===== src/rtl/axi_cmd_arbiter.sv =====
// Round-robin arbiter sharing one axi_master_simple command port among NUM_REQ clients.
// Define ARB_PRIO_EN to give requester 0 absolute priority over the round-robin group.
module axi_cmd_arbiter #(
  parameter  int NUM_REQ    = 4,
  parameter  int ADDR_WIDTH = 32,
  parameter  int DATA_WIDTH = 32,
  parameter  int LEN_WIDTH  = 8,
  localparam int IDX_W      = $clog2(NUM_REQ)
) (
  input  logic                          ACLK,
  input  logic                          ARESET,
  input  logic [NUM_REQ-1:0]            req_i,
  input  logic [NUM_REQ-1:0]            req_write_i,
  input  logic [NUM_REQ*ADDR_WIDTH-1:0] req_addr_i,
  input  logic [NUM_REQ*DATA_WIDTH-1:0] req_wdata_i,
  input  logic [NUM_REQ*LEN_WIDTH-1:0]  req_len_i,
  output logic [NUM_REQ-1:0]            gnt_o,
  output logic [NUM_REQ-1:0]            done_o,
  output logic [DATA_WIDTH-1:0]         rdata_o,
  output logic                          busy_o,
  output logic [IDX_W-1:0]              owner_o,
  output logic                          m_start_o,
  output logic                          m_write_o,
  output logic [ADDR_WIDTH-1:0]         m_addr_o,
  output logic [DATA_WIDTH-1:0]         m_wdata_o,
  output logic [LEN_WIDTH-1:0]          m_len_o,
  input  logic [DATA_WIDTH-1:0]         m_rdata_i,
  input  logic                          m_done_i
);

  // state | meaning
  // IDLE  | no command outstanding; arbitrate and capture winner
  // ISSUE | one-cycle start to master, grant to owner
  // WAIT  | command outstanding; wait for master done
  typedef enum logic [1:0] {
    IDLE  = 2'd0,
    ISSUE = 2'd1,
    WAIT  = 2'd2
  } state_t;

  localparam logic [IDX_W-1:0] LAST_IDX = IDX_W'(NUM_REQ - 1);

  state_t                  state, state_nxt;
  logic [IDX_W-1:0]        rr_ptr;
  logic [IDX_W-1:0]        win_idx;
  logic [IDX_W-1:0]        hi_idx;
  logic                    hi_found;
  logic                    any_req;
  logic                    sel_write;
  logic [ADDR_WIDTH-1:0]   sel_addr;
  logic [DATA_WIDTH-1:0]   sel_wdata;
  logic [LEN_WIDTH-1:0]    sel_len;
  logic [NUM_REQ-1:0]      owner_oh;
  logic [IDX_W-1:0]        ptr_after_owner;
  logic                    txn_done;

  assign any_req  = |req_i;
  assign txn_done = (state == WAIT) && m_done_i;

  // Lowest requester at or above rr_ptr wins; otherwise the lowest overall (wrap).
  always_comb begin
    hi_found = 1'b0;
    hi_idx   = '0;
    win_idx  = '0;
    for (int i = NUM_REQ - 1; i >= 0; i--) begin
      if (req_i[i]) begin
        win_idx = IDX_W'(i);
        if (IDX_W'(i) >= rr_ptr) begin
          hi_found = 1'b1;
          hi_idx   = IDX_W'(i);
        end
      end
    end
    if (hi_found) begin
      win_idx = hi_idx;
    end
`ifdef ARB_PRIO_EN
    if (req_i[0]) begin
      win_idx = '0;
    end
`endif
  end

  always_comb begin
    sel_write = 1'b0;
    sel_addr  = '0;
    sel_wdata = '0;
    sel_len   = '0;
    for (int i = 0; i < NUM_REQ; i++) begin
      if (IDX_W'(i) == win_idx) begin
        sel_write = req_write_i[i];
        sel_addr  = req_addr_i[i*ADDR_WIDTH +: ADDR_WIDTH];
        sel_wdata = req_wdata_i[i*DATA_WIDTH +: DATA_WIDTH];
        sel_len   = req_len_i[i*LEN_WIDTH +: LEN_WIDTH];
      end
    end
  end

  always_comb begin
    owner_oh = '0;
    for (int i = 0; i < NUM_REQ; i++) begin
      owner_oh[i] = (IDX_W'(i) == owner_o);
    end
  end

  // Explicit compare keeps the wrap correct when NUM_REQ is not a power of two.
  assign ptr_after_owner = (owner_o == LAST_IDX) ? '0 : owner_o + 1'b1;

  always_ff @(posedge ACLK) begin
    if (ARESET) begin
      state <= IDLE;
    end else begin
      state <= state_nxt;
    end
  end

  always_comb begin
    state_nxt = state;
    case (state)
      IDLE:    if (any_req) state_nxt = ISSUE;
      ISSUE:   state_nxt = WAIT;
      WAIT:    if (m_done_i) state_nxt = IDLE;
      default: state_nxt = IDLE;
    endcase
  end

  assign m_start_o = (state == ISSUE);
  assign gnt_o     = (state == ISSUE) ? owner_oh : '0;
  assign busy_o    = (state == ISSUE) || (state == WAIT);

  always_ff @(posedge ACLK) begin
    if (ARESET) begin
      rr_ptr    <= '0;
      owner_o   <= '0;
      m_write_o <= 1'b0;
      m_addr_o  <= '0;
      m_wdata_o <= '0;
      m_len_o   <= '0;
      rdata_o   <= '0;
      done_o    <= '0;
    end else begin
      done_o <= '0;
      if ((state == IDLE) && any_req) begin
        owner_o   <= win_idx;
        m_write_o <= sel_write;
        m_addr_o  <= sel_addr;
        m_wdata_o <= sel_wdata;
        m_len_o   <= sel_len;
      end
      if (txn_done) begin
        done_o <= owner_oh;
        if (!m_write_o) begin
          rdata_o <= m_rdata_i;
        end
`ifdef ARB_PRIO_EN
        if (owner_o != '0) begin
          rr_ptr <= ptr_after_owner;
        end
`else
        rr_ptr <= ptr_after_owner;
`endif
      end
    end
  end

endmodule


===== config.mk =====
export PLATFORM = sky130hd
export DESIGN_NAME = axi_cmd_arbiter
export DESIGN_NICKNAME = d
export VERILOG_FILES = /design/src/rtl/axi_cmd_arbiter.sv
export SDC_FILE = /design/constraint.sdc
export NUM_CORES = 1
export LEC_CHECK = 0
export ABC_AREA = 1
export CORE_AREA = 2 2 173 175
export DETAILED_ROUTE_END_ITERATION = 10
export DIE_AREA = 0 0 175 177
export DONT_BUFFER_PORTS = 1
export PLACE_DENSITY = 0.37
export SLEW_MARGIN = 20
export SYNTH_ARGS = -nofsm -noshare
export SYNTH_HDL_FRONTEND = slang
export SYNTH_SLANG_ARGS = --single-unit
export TNS_END_PERCENT = 5

===== constraint.sdc =====
create_clock -name ACLK -period 1.76 [get_ports ACLK]
set_clock_uncertainty 0.1 [all_clocks]
set_input_delay 0.352 -clock ACLK [delete_from_list [all_inputs] [get_ports ACLK]]
set_output_delay 0.352 -clock ACLK [all_outputs]
set_load 0.05 [all_outputs]

==> results of run 1 <==
[per-stage QoR]
stage / setup TNS (ns) / power, W / setup WS [ns] / instance area, µm² / utilization (%)
detailed placement: -14.19 / 0.00724 / -0.290 / 7820 / 26.7
finish: -2.70 / 0.0113 / -0.0991 / 9740 / 33.3
floorplan: 0 / 0.00634 / 0.0145 / 7190 / -
global placement: -11.83 / 0.00724 / -0.245 / 7820 / 26.7
CTS: -4.17 / 0.0113 / -0.113 / 9360 / 32.0
global route: -10.19 / 0.0120 / -0.205 / 9740 / 33.3
[routing by layer]
| layer | up-vias | GRT usage, % | share of wire, % | routed length [µm] |
|---|---|---|---|---|
| li1 | 3815 | - | - | - |
| met1 | 3692 | 23.8 | 43 | 13600 |
| met2 | 309 | 31.7 | 48 | 15200 |
| met3 | 55 | 5.65 | 6.7 | 2140 |
| met4 | 2 | 7.43 | 3.0 | 945 |
| met5 | - | 0 | 0.041 | 13 |
[cell type report]
type | instances | share of cell area (%)
Inverter | 96 | 3.82
Tap cell | 390 | 5.01
Timing Repair Buffer | 116 | 15.7
Antenna cell | 2 | 0.0514
Clock inverter | 15 | 1.50
Sequential cell | 115 | 23.8
Clock buffer | 17 | 4.37
Multi-Input combinational cell | 813 | 45.7
[kinds of logic after synthesis]
family                     after synthesis  synth area share (%)
DFF                                    115                  32.0
buffers and inverters                  195                  12.0
AOI/OAI and AO/OA                      167                  13.5
adders and majority gates                7                  1.22
and+or+nand+nor                        636                  41.2
[worst max-delay path by stage]
| stage | slack (ns) | cells after the start | end |
|---|---|---|---|
| final | -0.1 | 10 | m_wdata_o[12] |
| after floorplan | 0.01 | 3 | gnt_o[2] |
| after global routing | -0.21 | 14 | m_addr_o[7] |
| after detailed placement | -0.29 | 10 | m_addr_o[13] |
| after global placement | -0.25 | 9 | m_wdata_o[1] |
| after CTS | -0.11 | 10 | m_addr_o[6] |
[layout by cell type, fill, tap and decap left out, types with 2 or more instances in the layout]
| cell type | n |
|---|---|
| a21oi_1 | 39 |
| a21oi_2 | 14 |
| buf_12 | 22 |
| buf_16 | 10 |
| buf_4 | 37 |
| buf_6 | 10 |
| buf_8 | 2 |
| clkbuf_16 | 20 |
| clkinv_2 | 3 |
| clkinv_4 | 5 |
| dfxtp_1 | 110 |
| dfxtp_4 | 4 |
| diode_2 | 2 |
| dlygate4sd3_1 | 32 |
| ha_1 | 4 |
| ha_2 | 2 |
| inv_1 | 89 |
| inv_2 | 4 |
| inv_6 | 5 |
| inv_8 | 2 |
| nand2_1 | 226 |
| nand2_2 | 7 |
| nand2_4 | 4 |
| nand2_8 | 4 |
| nand3_1 | 131 |
| nand3_2 | 18 |
| nand3b_1 | 48 |
| nand4_1 | 49 |
| nor2_1 | 99 |
| nor2_4 | 4 |
| nor3_1 | 28 |
| nor3_2 | 20 |
| o21ai_0 | 60 |
| o21ai_2 | 2 |
| o21bai_1 | 46 |
| o21bai_4 | 2 |
[flip-flops by register name, summed over array words and instances, names as in the netlist]
| signal | cells |
|---|---|
| done_o | 4 |
| state | 2 |
| m_addr_o | 32 |
| rdata_o | 32 |
| m_wdata_o | 32 |
| m_len_o | 8 |
| owner_o | 2 |
| m_write_o | 1 |
| rr_ptr | 2 |
[report_power, final]
group / switching, W / internal [W] / leakage, nW
Combinational: 0.00208 / 0.00143 / 3.17
Sequential: 0.00136 / 0.00297 / 0.947
Clock: 0.00153 / 0.00198 / 0.281
[repair_timing]
item	in CTS	in global routing
buffers inserted	15	2
gates cloned	11	3
setup endpoints to repair	79	80
hold endpoints to repair	83	51
pin swaps	11	25
gates resized for setup	64	78
==> metrics.md, run 1 <==
| Metric | Value |
|---|---|
| Rel. slew slack | 60.2% |
| Die X | 175 µm |
| Crit path DAT | 2.12 ns |
| Congestion Overflow GR | 0 |
| Avg Cell Area, Syn | 6.42 µm² |
| GPL Wtd Cong | 0.770 |
| Family with the most delay on the worst path | compound AO/OA/AOI/OAI gates |
| Post-synth design cell area | 7190 µm² |
| Synth top cells by count | nand2_1, nand3_1, dfxtp_1 |
| PwrDens | 1160 nW/µm² |
| Cells on worst reg2reg path | 10 |
| CTS max path bufs | 2 |
| Status | complete, but fails checks |
| Nets | approximately 1500 |
| Top-count cell post-synth | nand2_1 |
| Critical Path Source | rr_ptr[1] |
| Area leader, netlist | dfxtp_1 |
| WHS Path Cells | 1 |
| VDD IR-drop max | 0.000613 V |
| Share of cells above drive strength 1 | 17.8% |
| Final WL | 31.8 mm |
| FF/Latch Area | ~2300 µm² |
| Synthesis-stage register bit count | about 120 |
| Syn_nets | 1458 |
| Max-slew violations | 0 |
| Worst path max stage delay | 0.40 ns |
| Highest clock rate | around 540 MHz |
| Area grow syn2layout | 35.5% |
| CTS tree | yes |
| Core area | 29200 µm² |
| H-tree Lvls | 4 |
| Post-route minimum period | between 1.5 and 2 ns |
| Hold Buf Count CTS | 32 |
| Synth async-reset ratio | 0% |
| CTS Sinks | approximately 120 |
| Least-Margin Pin Slew | 0.596 ns |
| CP Class | flop to flop |
| Buffers on Ports | 0 |
| TritonCTS Buffers | 17 |
| GRT Total Usage | 19.3% |
| Drt wl/cell | just over 20 µm |
| Worst Path Required | around 2 ns |
| Number of DRC markers in iteration 0 | 430 |
| CP most frequent cell | buf_12 |
| R2r startpoint | rr_ptr[1] |
| Vias | 7873 |
| Top post-synthesis cells by area | dfxtp_1, nand2_1, nand3_1 |
| Initial antenna violation count | 4 |
| HP Class | input pin to flop |
| Number of global-route vias before repair | about 7300 |
| Vias per cell | 5.03 |
| DP Wirelength | 21.2 mm |
| Critical path peak fanout | 14 |
| Die ar. | 31000 µm² |
| Root buffer cell | clkbuf_16 |
| DRT Pass-1 Iters | 6 |
| FP Rows | 63 |
| Post-Synthesis Cells | 1120 |
| Unrepaired setup endpoints after global routing | yes |
| Setup slack after layout | -0.0991 ns |
| Failing checks | hold timing, setup timing |
| Starting Density | roughly a quarter |
| Buffers & Inverters on Critical Path | 3 |
| Fillers | 3223 |
| Cells along the critical path | nor2_2, a21oi_4, o21ai_4, buf_12, buf_12, clkbuf_16, o21bai_1, nand3_2, nand2_2, a21oi_2 |
| Worst skew pair latency | 0.42 ns |
| Number of flops mapped to enable cells by yosys | 0 |
| Top Ports | 448 |
| Worst R2R Setup Slack | -0.1 ns |
| Hold Path End | m_wdata_o[8] |
| Hold slack | -0.110 ns |
| # setup viols final | ~70 |
| Max_cap viols | 0 |
| Main synth FF type | dfxtp_1 |
| Global-route wire length before repair | 45.4 mm |
| HP Start | ARESET |
| Largest net degree at the start of global routing | 62 |
| DRC violations left | 0 |
| Critical Path Slowest Stage Cell | dfxtp_4 |
| Crit Reg-Reg Endpoint | m_wdata_o[12] |
| Antenna Nets Post-Route | 0 |
| CP Capture Type | flop |
| P_leak | 4.39 nW |
| CTS clk-pin slew, worst paths | roughly 0.060 ns |
| Final worst-path cycle share | 106% |
| Hold Violations, Final | 50 |
| Placed Instances | 1472 |
| Finished Layout Cells | 1564 |
| Die Span Y | 177 µm |
| Multi-input logic area | between 4000 and 5000 µm² |
| Ys Warns | 0 |
| Crit start category | flop |
| Top-area cell type share of the netlist area | 32.0% |
| Seq/Total Area, Yosys | 32.0% |
| Synth unique cells | 25 |
Note: power is estimated with default switching activity, not from simulation.
==> run 2, diff against run 1 <==
--- a/config.mk
+++ b/config.mk
@@ -10,7 +10,7 @@
 export DETAILED_ROUTE_END_ITERATION = 10
 export DIE_AREA = 0 0 175 177
 export DONT_BUFFER_PORTS = 1
-export PLACE_DENSITY = 0.37
+export PLACE_DENSITY = 0.36
 export SLEW_MARGIN = 20
 export SYNTH_ARGS = -nofsm -noshare
 export SYNTH_HDL_FRONTEND = slang
==> constraint.sdc (replaced) <==
create_clock -name ACLK -period 2.2 [get_ports ACLK]
set_clock_uncertainty 0.1 [all_clocks]
set_input_delay 0.44 -clock ACLK [delete_from_list [all_inputs] [get_ports ACLK]]
set_output_delay 0.44 -clock ACLK [all_outputs]
set_load 0.05 [all_outputs]
==> metrics.md, run 2 (synthesis gave the netlist of run 1 again) <==
| Metric | Value |
|---|---|
| CP Capture Type | flop |
| CP Class | flop to flop |
| Fillers | 3291 |
| Design area | 8140 µm² |
| Max_cap viols | 0 |
| GPL Wtd Cong | 0.758 |
| CTS Sinks | 115 |
| VDD IR-drop max | 0.000524 V |
| CTS max path bufs | 2 |
| HP Class | input pin to flop |
| Status | finished, final reports clean |
| GRT Total Usage | 17.8% |
| Root buffer cell | clkbuf_16 |
| Worst Path Required | about 2.5 ns |
| Commonest non-fill, non-tap cell in the layout | nand2_1 |
| Top Ports | 448 |
| Highest clock rate | 482 MHz |
| Core area | 29200 µm² |
| Initial antenna violation count | 6 |
| Drt wl/cell | around 19 µm |
| Worst skew pair latency | 0.42 ns |
| Vias per cell | 4.95 |
| TritonCTS Buffers | 17 |
| Design Power | 0.00834 W |
| Die Span Y | about 180 µm |
| Area grow syn2layout | 13.3% |
| Number of DRC markers in iteration 0 | 353 |
| Crit path DAT | roughly 2.3 ns |
| # setup viols final | 0 |
| Hold Violations, Final | 0 |
| Hold slack | 0.0576 ns |
| Final WL | 28.7 mm |
| Crit start category | flop |
| Rel. slew slack | 32.9% |
| Die ar. | approximately 31000 µm² |
| Buffers on Ports | 0 |
| Antenna Nets Post-Route | 0 |
| DRT Pass-1 Iters | 5 |
| FP Rows | 63 |
| Congestion Overflow GR | 0 |
| Largest net degree at the start of global routing | 143 |
| PwrDens | between 1000 and 1500 nW/µm² |
| P_leak | 3.69 nW |
| Least-Margin Pin Slew | 1.00 ns |
| Most frequent cells in the layout | nand2_1, nand3_1, dfxtp_1 |
| CTS tree | yes |
| Starting Density | 24.6% |
| Biggest regs | m_addr_o: 32 flops, m_wdata_o: 32 flops, rdata_o: 32 flops |
| Critical path peak fanout | approximately 140 |
| Nets | 1409 |
| DP Area | 7500 µm² |
| Global-route wire length before repair | 42.4 mm |
| Number of global-route vias before repair | between 7000 and 8000 |
| DP Wirelength | between 20 and 25 mm |
| Placed Instances | 1440 |
| Max-slew violations | 0 |
| CTS clk-pin slew, worst paths | 0.06 ns |
| Finished Layout Cells | 1478 |
| Final worst-path cycle share | 94.4% |
| DRC violations left | 0 |
| Die X | approximately 180 µm |
| Share of cells above drive strength 1 | 6.92% |
| H-tree Lvls | 4 |
| Dpl ws | -0.0400 ns |
| Unrepaired setup endpoints after global routing | yes |
| Post-CTS Setup Bufs | 0 |
| Vias | 7314 |
| Post-route minimum period | 2.08 ns |
| Setup slack after layout | 0.124 ns |
## run 2: cell type report
| class | count | area (µm²) | share of cell area [%] |
|---|---|---|---|
| Multi-Input combinational cell | 811 | 4040 | 49.6 |
| Timing Repair Buffer | 30 | 364 | 4.47 |
| Antenna cell | 4 | 10.0 | 0.123 |
| Clock buffer | 17 | 425 | 5.23 |
| Inverter | 96 | 365 | 4.49 |
| Sequential cell | 115 | 2300 | 28.3 |
| Clock inverter | 15 | 145 | 1.78 |
| Tap cell | 390 | 488 | 5.99 |
## run 2: critical path, stage by stage (launching register included)
cell	delay (ns)
dfxtp_1	0.39
nand2_1	0.07
nand2_1	0.09
nand2_2	0.08
o21ai_4	0.25
buf_16	0.36
nand4_1	0.18
nand3_1	0.18
nand2_1	0.06
a21oi_1	0.11
## run 2: report_power, final
group | switching [W] | leakage [nW] | internal (W)
clock | 0.00116 | 0.277 | 0.00158
combinational | 0.00137 | 2.47 | 0.000710
sequential | 0.00116 | 0.944 | 0.00237
## run 2: final timing paths
kind / from / endpoint / slack [ns] / depth (start not counted)
min: m_rdata_i[19] / rdata_o[19] / 0.06 / 2
min reg2reg: state[0] / state[0] / 0.38 / 2
max: rr_ptr[1] / m_wdata_o[8] / 0.12 / 9
max reg2reg: rr_ptr[1] / m_wdata_o[8] / 0.12 / 9
## run 2: layer usage
metal	track usage [%]	up-vias	wire, µm
met4	6.39	2	592
li1	-	3632	-
met3	6.29	37	2390
met2	30.2	281	14100
met5	0	-	13
met1	20.6	3362	11600
## run 2: through the flow
step | utilization [%] | TNS (ns)
6_report | 27.8 | 0
2_1_floorplan | - | 0
3_3_place_gp | 25.6 | -0.0267
5_1_grt | 27.8 | -0.601
3_5_place_dp | 25.6 | -0.0400
4_1_cts | 27.7 | 0
## run 2: timing repair
action	in CTS	in global routing
hold endpoints to repair	50	0
endpoints found under the setup margin	1	46
hold buffers	1	0
pin swaps	1	1
resized for setup	0	5
cloned	0	1
==> run 3, diff against run 2 <==
--- a/config.mk
+++ b/config.mk
@@ -7,10 +7,11 @@
 export LEC_CHECK = 0
 export ABC_AREA = 1
 export CORE_AREA = 2 2 173 175
+export CTS_BUF_LIST = sky130_fd_sc_hd__clkbuf_2
 export DETAILED_ROUTE_END_ITERATION = 10
 export DIE_AREA = 0 0 175 177
 export DONT_BUFFER_PORTS = 1
-export PLACE_DENSITY = 0.36
+export PLACE_DENSITY_LB_ADDON = 0.3
 export SLEW_MARGIN = 20
 export SYNTH_ARGS = -nofsm -noshare
 export SYNTH_HDL_FRONTEND = slang
==> metrics.md, run 3 <==
| Metric | Value |
|---|---|
| Status | aborted with a tool error |
| Last stage | clock tree synthesis |
| Err | [ERROR RSZ-0060] Max buffer count reached. |
| Area leader, netlist | dfxtp_1 |
| Post-synth design cell area | 7190 µm² |
| Post-Synthesis Cells | 1120 |
| Top post-synthesis cells by area | dfxtp_1, nand2_1, nand3_1 |
| Top Ports | around 450 |
| Post-CTS Setup Bufs | 3 |
| Seq/Total Area, Yosys | around 32% |
| Hold Buf Count CTS | about 300 |
| Die Span Y | 177 µm |
| Root buffer cell | clkbuf_2 |
| Number of flops mapped to enable cells by yosys | 0 |
| Synth async-reset ratio | 0% |
| DP Area | around 7700 µm² |
| Avg Cell Area, Syn | 6.42 µm² |
| CTS max path bufs | 2 |
| Synthesis-stage register bit count | 115 |
| Synth top cells by count | nand2_1, nand3_1, dfxtp_1 |
| Ys Warns | 0 |
| Top-area cell type share of the netlist area | 32.0% |
| Main synth FF type | dfxtp_1 |
| Syn_nets | 1458 |
| CTS Sinks | 115 |
| FP Rows | 63 |
| Starting Density | 24.6% |
| Post-CTS Resized | 32 |
| Buffers on Ports | 0 |
| H-tree Lvls | 4 |
| Die X | 175 µm |
| Synth unique cells | 25 |
| GPL Wtd Cong | 0.877 |
| Top-count cell post-synth | nand2_1 |
| DP Wirelength | 20.6 mm |
| TritonCTS Buffers | 17 |
## run 3: cell counts after synthesis
No cell type changed its count.
## run 3: through the flow
| step | instances | worst slack, ns | utilization [%] | hold WS, ns | setup TNS (ns) |
|---|---|---|---|---|---|
| floorplan | 1120 | 0.332 | - | 0.358 | 0 |
| global placement | 1447 | -0.0857 | 26.2 | 0.372 | -0.166 |
| detailed placement | 1447 | -0.0960 | 26.2 | 0.377 | -0.222 |
## run 3: logic make-up after synthesis
logic type,Yosys count,synth area share (%)
AND/OR/NAND/NOR,636,41.2
AO/OA/AOI/OAI,167,13.5
buffers and inverters,195,12.0
adder cells (fa/ha/maj),7,1.22
flip-flops,115,32.0
==> run 4, diff against run 3 <==
--- a/config.mk
+++ b/config.mk
@@ -6,12 +6,11 @@
 export NUM_CORES = 1
 export LEC_CHECK = 0
 export ABC_AREA = 1
-export CORE_AREA = 2 2 173 175
-export CTS_BUF_LIST = sky130_fd_sc_hd__clkbuf_2
+export CORE_MARGIN = 2
+export CORE_UTILIZATION = 25
 export DETAILED_ROUTE_END_ITERATION = 10
-export DIE_AREA = 0 0 175 177
 export DONT_BUFFER_PORTS = 1
-export PLACE_DENSITY_LB_ADDON = 0.3
+export PLACE_DENSITY_LB_ADDON = 0.15
 export SLEW_MARGIN = 20
 export SYNTH_ARGS = -nofsm -noshare
 export SYNTH_HDL_FRONTEND = slang
==> metrics.md, run 4 (synthesis gave the netlist of run 1 again) <==
| Metric | Value |
|---|---|
| DRC violations left | 0 |
| Most frequent cells in the layout | nand2_1, nand3_1, dfxtp_1 |
| Final WL | 30.1 mm |
| CTS clk-pin slew, worst paths | 0.07 ns |
| CTS tree | yes |
| Die Span Y | 174 µm |
| TritonCTS Buffers | 17 |
| Status | finished, final reports clean |
| Starting Density | 25.2% |
| R2r startpoint | rr_ptr[1] |
| Vias | 7428 |
| Final worst-path cycle share | 94.1% |
| Drt wl/cell | 20.4 µm |
| CTS max path bufs | 2 |
| Power Internal | 0.00488 W |
| Max-slew violations | 0 |
| GRT Total Usage | 18.4% |
| Nets | approximately 1400 |
| Vias per cell | 5.04 |
| Buffers on Ports | 0 |
| Least-Margin Pin Slew | 0.685 ns |
| Crit path DAT | between 1.5 and 2 ns |
| Critical Path Source | state[1] |
| Hold Violations, Final | 0 |
| GPL Wtd Cong | 0.796 |
| HP Class | input pin to flop |
| FP Rows | between 60 and 70 |
| Commonest non-fill, non-tap cell in the layout | nand2_1 |
| Number of DRC markers in iteration 0 | 379 |
| P_leak | 3.79 nW |
| Initial antenna violation count | 3 |
| DP Wirelength | 20.1 mm |
| Antenna Nets Post-Route | 0 |
| Congestion Overflow GR | 0 |
| Clock share of power | 34.3% |
| Finished Layout Cells | around 1500 |
| Biggest regs | m_addr_o: 32 flops, m_wdata_o: 32 flops, rdata_o: 32 flops |
| VDD IR-drop max | 0.000523 V |
| Hold slack | around 0.056 ns |
| Die X | approximately 170 µm |
| Crit start category | flop |
| Max_cap viols | 0 |
| Sw Share | ~44% |
| Number of global-route vias before repair | 7148 |
| Combinational Power Share | about 25% |
| Design area | a little over 8000 µm² |
| Area grow syn2layout | 15.8% |
| Sequential Power Share | 40.6% |
| Top Ports | 448 |
| Global-route wire length before repair | 43.2 mm |
| CP Capture Type | output pin |
| Largest net degree at the start of global routing | 146 |
| PwrDens | 1050 nW/µm² |
| CP Class | flop to output pin |
| CP most frequent cell | inv_1 |
| CTS Sinks | 115 |
| HP Start | m_rdata_i[13] |
| Sw Pwr | 0.00382 W |
| H-tree Lvls | 4 |
| Highest clock rate | 483 MHz |
| Cells along the critical path | inv_1, ha_1, nand2_1, inv_1 |
| Root buffer cell | clkbuf_16 |
| Share of cells above drive strength 1 | under 10% |
| Final Util | 29.2% |
| Placed Instances | 1433 |
| Post-route minimum period | 2.07 ns |
| Core area | 28500 µm² |
| DP Area | 7520 µm² |
| Worst path max stage delay | 0.34 ns |
| DRT Pass-1 Iters | 4 |
| # setup viols final | 0 |
| Setup_tns | 0 ns |
| Worst Path Required | 1.66 ns |
| Die ar. | ~30000 µm² |
| Critical Path Slowest Stage Cell | inv_1 |
| Unrepaired setup endpoints after global routing | no |
| Rel. slew slack | 54.3% |
| Critical path peak fanout | 6 |
| Worst skew pair latency | 0.42 ns |
==> run 4: final cells by class <==
cell class / count / area (µm²)
fillers: 3220 / 20200
multi-input cells: 810 / 4030
well taps: 384 / 480
clock inverters: 15 / 186
flip-flops and latches: 115 / 2300
diodes: 2 / 5.00
clock buffers: 17 / 425
inverters: 96 / 364
repair buffers: 36 / 523
==> run 4: routing by layer <==
layer  GRT usage [%]  vias to the layer above  wire [µm]
met5               0                        -         13
met4            6.81                        2        848
met3            5.50                       45       2290
met2            30.8                      320      14400
met1            22.4                     3431      12500
li1                -                     3630          -
==> run 4: repair_timing <==
item	in CTS	in global routing
setup buffers	0	3
setup endpoints to repair	0	44
gates resized for setup	0	14
hold endpoints to repair	50	0
hold buffers	1	0
==> run 4: path summary, 6_finish.rpt <==
path              slack (ns)  cells after the start             to
hold reg to reg         0.39                      2       state[0]
setup / recovery        0.13                      4       gnt_o[1]
hold / removal          0.06                      2    rdata_o[13]
setup reg to reg        0.24                     11  m_wdata_o[12]
==> run 4: stage by stage <==
step	setup WS (ns)	power (W)
floorplan	0.332	0.00507
global placement	-0.0572	0.00568
detailed placement	-0.0313	0.00569
CTS	0.0322	0.00876
global route	0.0160	0.00923
finish	0.130	0.00871
==> run 4: power by group through the flow <==
stage | clock network, W | logic [W] | registers [W]
2_1_floorplan | 0 | 0.00156 | 0.00350
3_3_place_gp | 0 | 0.00208 | 0.00359
3_5_place_dp | 0 | 0.00210 | 0.00359
4_1_cts | 0.00309 | 0.00212 | 0.00354
5_1_grt | 0.00318 | 0.00248 | 0.00357
6_report | 0.00298 | 0.00219 | 0.00353
==> run 4: critical path, delay by kind of cell, from the launching register on <==
kind	cells	cell delay, ns
buf+inv	2	0.43
flops	1	0.31
fa+ha+maj	1	0.29
simple gates	1	0.08
